## config.mk

```make
export PLATFORM = sky130hd
export DESIGN_NAME = addsub_arbiter
export DESIGN_NICKNAME = d
export VERILOG_FILES = /design/src/rtl/addsub_arb_pkg.sv /design/src/rtl/addsub_16bit.sv /design/src/rtl/addsub_arbiter.sv
export SDC_FILE = /design/constraint.sdc
export NUM_CORES = 1
export LEC_CHECK = 0
export ABC_AREA = 0
export CAP_MARGIN = 25
export CORE_MARGIN = 8
export CORE_UTILIZATION = 36
export CTS_CLUSTER_SIZE = 16
export DETAILED_ROUTE_END_ITERATION = 8
export PLACE_DENSITY = 0.78
export SLEW_MARGIN = 10
export SYNTH_ARGS = -nofsm -noshare
export SYNTH_HDL_FRONTEND = slang
export SYNTH_SLANG_ARGS = --single-unit
```

## constraint.sdc

```tcl
create_clock -name clk -period 7.4 [get_ports clk]
set_clock_uncertainty 0.1 [all_clocks]
set_input_delay 0.74 -clock clk [delete_from_list [all_inputs] [get_ports clk]]
set_output_delay 0.74 -clock clk [all_outputs]
set_load 0.1 [all_outputs]
```

## src/rtl/addsub_arb_pkg.sv

```systemverilog
// Shared types and constants for the shared saturating add/sub arbiter.
package addsub_arb_pkg;

   // Result register occupancy.
   typedef enum logic {
      EMPTY = 1'b0,
      FULL  = 1'b1
   } arb_state_t;

   // Saturation limits for 16-bit two's complement.
   localparam logic [15:0] SAT_POS = 16'h7FFF;
   localparam logic [15:0] SAT_NEG = 16'h8000;

   typedef logic [15:0] word_t;

endpackage

```

## src/rtl/addsub_16bit.sv

```systemverilog
// 16-bit ripple-carry add/sub with signed overflow detection and saturation.
// Subtraction is A + ~B + 1, so one carry chain serves both operations.
module addsub_16bit
   import addsub_arb_pkg::*;
(
   input  word_t a_i,
   input  word_t b_i,
   input  logic  sub_i,
   output word_t sum_o,
   output logic  ovfl_o
);

   word_t b_eff;
   word_t raw;
   logic  carry;
   logic  ovfl;

   // Ripple chain, then saturate toward the sign of A on overflow.
   always_comb begin
      b_eff = sub_i ? ~b_i : b_i;
      carry = sub_i;
      raw   = '0;
      for (int i = 0; i < 16; i++) begin
         raw[i] = a_i[i] ^ b_eff[i] ^ carry;
         carry  = (a_i[i] & b_eff[i]) | (carry & (a_i[i] ^ b_eff[i]));
      end
      // Same-sign inputs to the adder (after B inversion) with a result sign
      // change means the true result left the 16-bit signed range. The sign of
      // A tells which way: a negative A can only overflow negatively.
      ovfl   = (a_i[15] == b_eff[15]) && (raw[15] != a_i[15]);
      ovfl_o = ovfl;
      if (ovfl) begin
         sum_o = a_i[15] ? SAT_NEG : SAT_POS;
      end else begin
         sum_o = raw;
      end
   end

endmodule

```

## src/rtl/addsub_arbiter.sv

```systemverilog
// Shares one saturating 16-bit add/sub between NREQ requesters.
// A round-robin pick selects one request per cycle; the result is registered
// and returned with the winner's index on a single response channel.
//
// Handshake: a transfer happens on a rising edge where valid and ready are
// both high. req_ready may depend combinationally on req_valid and rsp_ready;
// req_valid must never depend on req_ready. A requester holds valid and its
// operands stable until accepted. rsp_valid/rsp_* follow the same rule
// toward the consumer and stay stable while rsp_valid is high and rsp_ready
// is low.
//
// NREQ must be 2..4 and IDW must satisfy $clog2(NREQ) <= IDW.
module addsub_arbiter
   import addsub_arb_pkg::*;
#(
   parameter int NREQ = 2,
   parameter int IDW  = 2
) (
   input  logic               clk,
   input  logic               rst,
   input  logic [NREQ-1:0]    req_valid,
   output logic [NREQ-1:0]    req_ready,
   input  logic [NREQ*16-1:0] req_a,
   input  logic [NREQ*16-1:0] req_b,
   input  logic [NREQ-1:0]    req_sub,
   output logic               rsp_valid,
   input  logic               rsp_ready,
   output logic [IDW-1:0]     rsp_id,
   output word_t              rsp_sum,
   output logic               rsp_ovfl
);

   // Round-robin pick: lowest valid index at or above ptr, otherwise the
   // lowest valid index overall (wrap-around). ptr is always < NREQ.
   function automatic logic [IDW-1:0] rr_pick(input logic [NREQ-1:0] v,
                                              input logic [IDW-1:0]  ptr);
      logic [IDW-1:0] w_lo;
      logic [IDW-1:0] w_hi;
      logic           hi_found;
      w_lo     = '0;
      w_hi     = '0;
      hi_found = 1'b0;
      for (int i = NREQ - 1; i >= 0; i--) begin
         if (v[i]) begin
            w_lo = IDW'(i);
         end
         if (v[i] && (IDW'(i) >= ptr)) begin
            hi_found = 1'b1;
            w_hi     = IDW'(i);
         end
      end
      return hi_found ? w_hi : w_lo;
   endfunction

   // Registered state
   arb_state_t     state_q, state_d;
   logic [IDW-1:0] rr_ptr_q, rr_ptr_d;
   logic [IDW-1:0] id_q, id_d;
   word_t          sum_q, sum_d;
   logic           ovfl_q, ovfl_d;

   // Arbitration and datapath
   logic           any_valid;
   logic           can_acc;
   logic           accept;
   logic [IDW-1:0] grant;
   word_t          a_sel;
   word_t          b_sel;
   logic           sub_sel;
   word_t          dp_sum;
   logic           dp_ovfl;

   // Grant: the result register can take a new value when empty or when the
   // held value is leaving this same cycle.
   always_comb begin
      any_valid = |req_valid;
      grant     = rr_pick(req_valid, rr_ptr_q);
      can_acc   = (state_q == EMPTY) || rsp_ready;
      accept    = any_valid && can_acc;
      for (int i = 0; i < NREQ; i++) begin
         req_ready[i] = accept && (grant == IDW'(i));
      end
   end

   // Operand mux driven by the winner's index.
   always_comb begin
      a_sel   = '0;
      b_sel   = '0;
      sub_sel = 1'b0;
      for (int i = 0; i < NREQ; i++) begin
         if (grant == IDW'(i)) begin
            a_sel   = req_a[i*16 +: 16];
            b_sel   = req_b[i*16 +: 16];
            sub_sel = req_sub[i];
         end
      end
   end

   addsub_16bit u_addsub (
      .a_i    (a_sel),
      .b_i    (b_sel),
      .sub_i  (sub_sel),
      .sum_o  (dp_sum),
      .ovfl_o (dp_ovfl)
   );

   // Next state: accept (with or without a same-cycle drain) loads the result
   // register and advances the pointer; a drain alone empties it.
   always_comb begin
      state_d  = state_q;
      rr_ptr_d = rr_ptr_q;
      id_d     = id_q;
      sum_d    = sum_q;
      ovfl_d   = ovfl_q;
      if (accept) begin
         state_d  = FULL;
         sum_d    = dp_sum;
         ovfl_d   = dp_ovfl;
         id_d     = grant;
         rr_ptr_d = (grant == IDW'(NREQ - 1)) ? '0 : grant + IDW'(1);
      end else if ((state_q == FULL) && rsp_ready) begin
         state_d = EMPTY;
      end
   end

   // State and result registers; reset discards any held result at once.
   always_ff @(posedge clk or posedge rst) begin
      if (rst) begin
         state_q  <= EMPTY;
         rr_ptr_q <= '0;
         id_q     <= '0;
         sum_q    <= '0;
         ovfl_q   <= 1'b0;
      end else begin
         state_q  <= state_d;
         rr_ptr_q <= rr_ptr_d;
         id_q     <= id_d;
         sum_q    <= sum_d;
         ovfl_q   <= ovfl_d;
      end
   end

   assign rsp_valid = (state_q == FULL);
   assign rsp_id    = id_q;
   assign rsp_sum   = sum_q;
   assign rsp_ovfl  = ovfl_q;

endmodule

```

==> results by group <==
Status
  – Run status: finished, final reports clean

Route
  – Post-route ant nets: 0
  – First DRT Iteration DRCs: 69
  – DR pass1 iterations: 4
  – Drt drc: 0
  – DR vias/cell: 4.932
  – WL per Instance: 15.74 µm
  – Vias: 1,657
  – Total Wirelength: 5288 µm

Timing
  – Final Hold Viols: 0
  – Rel. slew slack: 34.33%
  – Highest clock rate: 0.1402 GHz
  – Final period util: 96.39%
  – RSZ-0062 raised after global routing: no
  – Max-slew violations: 0
  – Slew @ Worst Pin: 0.9820 ns
  – Final setup viols: 0
  – Crit path time final: 7.133 ns
  – Hold Worst Slack: 0.3798 ns

Finish
  – Fin nets: 355
  – Final Util: 62.59%
  – Finished Layout Cells: 336
  – Fill cells: 403
  – Layout area overhead: 66.60%
  – Sequential standard cell area: 500.5 µm²
  – Post-route cell area: 2995 µm²
  – Diodes inserted: 0
  – Share of layout cells above drive strength 1: 16.73%
  – Multi-input gate area: 1270 µm²

Placed design
  – Routability cong.: 0.8244
  – Placement Cell Area: 2865 µm²
  – Placed insts: 331
  – Port Buffers: 91
  – Final HPWL DP: 4601 µm

CTS
  – Clock latency on the worst-skew pair: 0.25 ns
  – CTS clk-pin slew, worst paths: 0.07 ns
  – Clock Tree Buf Depth: 2
  – H-tree levels: 1
  – CTS Buf Count: 3
  – Hold bufs inserted after CTS: 0
  – Clock root cell: clkbuf_8
  – CTS tree: built
  – # clock sinks: 20

Synthesis
  – Top cells by count, synth: 28 x mux2i_1, 20 x dfrtp_1, 15 x nand2_1, 15 x xnor2_1, 14 x fa_1
  – Synth Register Bits: 20
  – Synthesized area: 1798 µm²
  – Sequential share of the synthesized area: 27.84%
  – Yosys cell types: 36
  – Synth area leaders: dfrtp_1 28%, fa_1 16%, mux2i_1 16%, xnor2_1 7.3%, o211ai_1 5.4%
  – Area leader, netlist: dfrtp_1
  – Synth Warn #: 0
  – Most numerous cell in the Yosys netlist: mux2i_1
  – Ys async rst share: 100.0%
  – Post-synth EDFFs: 0
  – Mapped Nets: 252
  – Yosys top cell area share: 27.84%
  – Mean Syn Cell Area: 10.77 µm²
  – Syn Inst Count: 167
  – Ys flop type: dfrtp_1

Floorplan
  – Chip Width: 86.67 µm
  – Io pins: 93
  – # rows: 25
  – DIE HEIGHT: 86.67 µm
  – Die ar.: 7512 µm²
  – Starting Density: 37.57%
  – Core area: 4786 µm²

Pwr
  – Leak: 1.237 nW
  – Maximum vdd ir drop: 0.2180 mV
  – PwrDens: 313.4 nW/µm²
  – Final Power: 0.0009387 W

GRT
  – GR Overflow Total: 0
  – Largest net degree at the start of global routing: 22
  – GRT Util Overall: 14.07%
  – Number of global-route vias before repair: 1,830
  – First-pass GRT wire length: 8404 µm
  – Antenna violations before repair: 0

Worst setup path
  – Crit path max-delay family: adder cells
  – Max stage delay on crit path: 0.39 ns
  – Worst Path Buf+Inv: 5
  – Critical path arrival: 7.20 ns
  – Reg-to-reg slack, setup: 0.53 ns
  – CP startpoint kind: input port
  – Critical path endpoint category: register
  – Worst EP required: 7.47 ns
  – Crit-path max FO: 13
  – Slowest CP cell: fa_1
  – Critical path type: in -> reg
  – Most common cell on crit path: fa_2

Worst hold path
  – Hold Path Class: reg -> reg

Run
  – Maxcap violations: 0
## cells by family after synthesis
| family | Yosys count | share of synthesized area, % |
|---|---|---|
| adder cells (fa/ha/maj) | 14 | 15.59 |
| AO/OA/AOI/OAI | 30 | 13.08 |
| buffers and inverters | 17 | 5.567 |
| other | 1 | 0.2086 |
| multiplexers | 31 | 18.09 |
| XOR/XNOR | 18 | 9.186 |
| flip-flops | 20 | 27.84 |
| AND/OR/NAND/NOR | 36 | 10.44 |
## per-stage QoR
| step | setup WS [ns] | setup TNS (ns) |
|---|---|---|
| final | 0.2670 | 0 |
| after global routing | 0.01857 | 0 |
| after CTS | 0.05237 | 0 |
| after detailed placement | -0.7635 | -12.24 |
| after global placement | -0.5406 | -8.576 |
| after floorplan | 0.01625 | 0 |
## registers in the layout, summed over array words and instances, names as in the netlist
register,flops
rsp_valid,1
rsp_sum,16
rr_ptr_q,1
rsp_id,1
rsp_ovfl,1
## area by class of cell
type | count | area share, %
clock buffers | 3 | 1.378
clock inverters | 1 | 1.003
inverters | 7 | 0.8772
multi-input cells | 130 | 42.40
flip-flops and latches | 20 | 16.71
well taps | 67 | 2.799
repair buffers | 108 | 34.84
## power by group
part	total (W)	switching (W)	internal, W
combinational	0.000658	0.000452	0.000206
clock	0.000105	0.0000334	0.0000721
sequential	0.000175	0.0000246	0.000151
total	0.000939	0.000510	0.000429
## final timing paths
path,from,end,cells after the start
max in group asynchronous,rst,rsp_sum[0],2
min reg2reg,rsp_id[0],rsp_id[0],1
min in group asynchronous,rst,rsp_sum[4],2
max reg2reg,rr_ptr_q[0],rsp_sum[4],25
max,req_valid[0],rsp_sum[4],26
min,rsp_id[0],rsp_id[0],1
## cells in the final DEF, fill, tap and decap left out, types with 2 or more instances in the layout
master and n:
o211ai_1 13, nand2_1 15, nor3_1 3, a21oi_1 3, mux2_2 2, clkbuf_8 3
inv_1 6, clkdlybuf4s50_1 89, dfrtp_1 20, mux2i_4 2, buf_6 2, buf_4 15
fa_2 11, mux2i_1 27, a311o_1 3, nor2_1 9, xnor2_1 14, nor4_1 3
a211oi_1 2, dlygate4sd2_1 2, fa_1 3, xor2_1 2
## metal layers
metal  global-route usage [%]  vias up  share of wire, %
li1                         -      795                 -
met2                    24.51       75                51
met5                        0        -                 0
met3                    4.064        6               7.8
met1                    15.53      781                39
met4                    5.947        0               2.0
## worst reg2reg max path: stages, from the launching register on
cell	delay (ns)
dfrtp_1	0.40
nand2b_4	0.18
nand2_8	0.11
mux2i_4	0.25
xnor2_2	0.10
fa_2	0.37
fa_2	0.35
fa_2	0.35
fa_2	0.36
fa_2	0.35
fa_2	0.35
fa_2	0.36
fa_2	0.36
fa_2	0.35
fa_1	0.39
fa_2	0.37
fa_1	0.36
inv_1	0.08
fa_1	0.16
inv_1	0.06
fa_2	0.39
inv_2	0.07
nor4_1	0.04
nand3b_1	0.18
buf_6	0.16
o211ai_1	0.18
## repair_timing
item	CTS	global route
endpoints found under the hold margin	0	0
endpoints found under the setup margin	17	17
gates cloned	0	0
buffers inserted	0	1
resized for setup	10	7
pin swaps	0	2
Power figures use the tool's default switching activity.
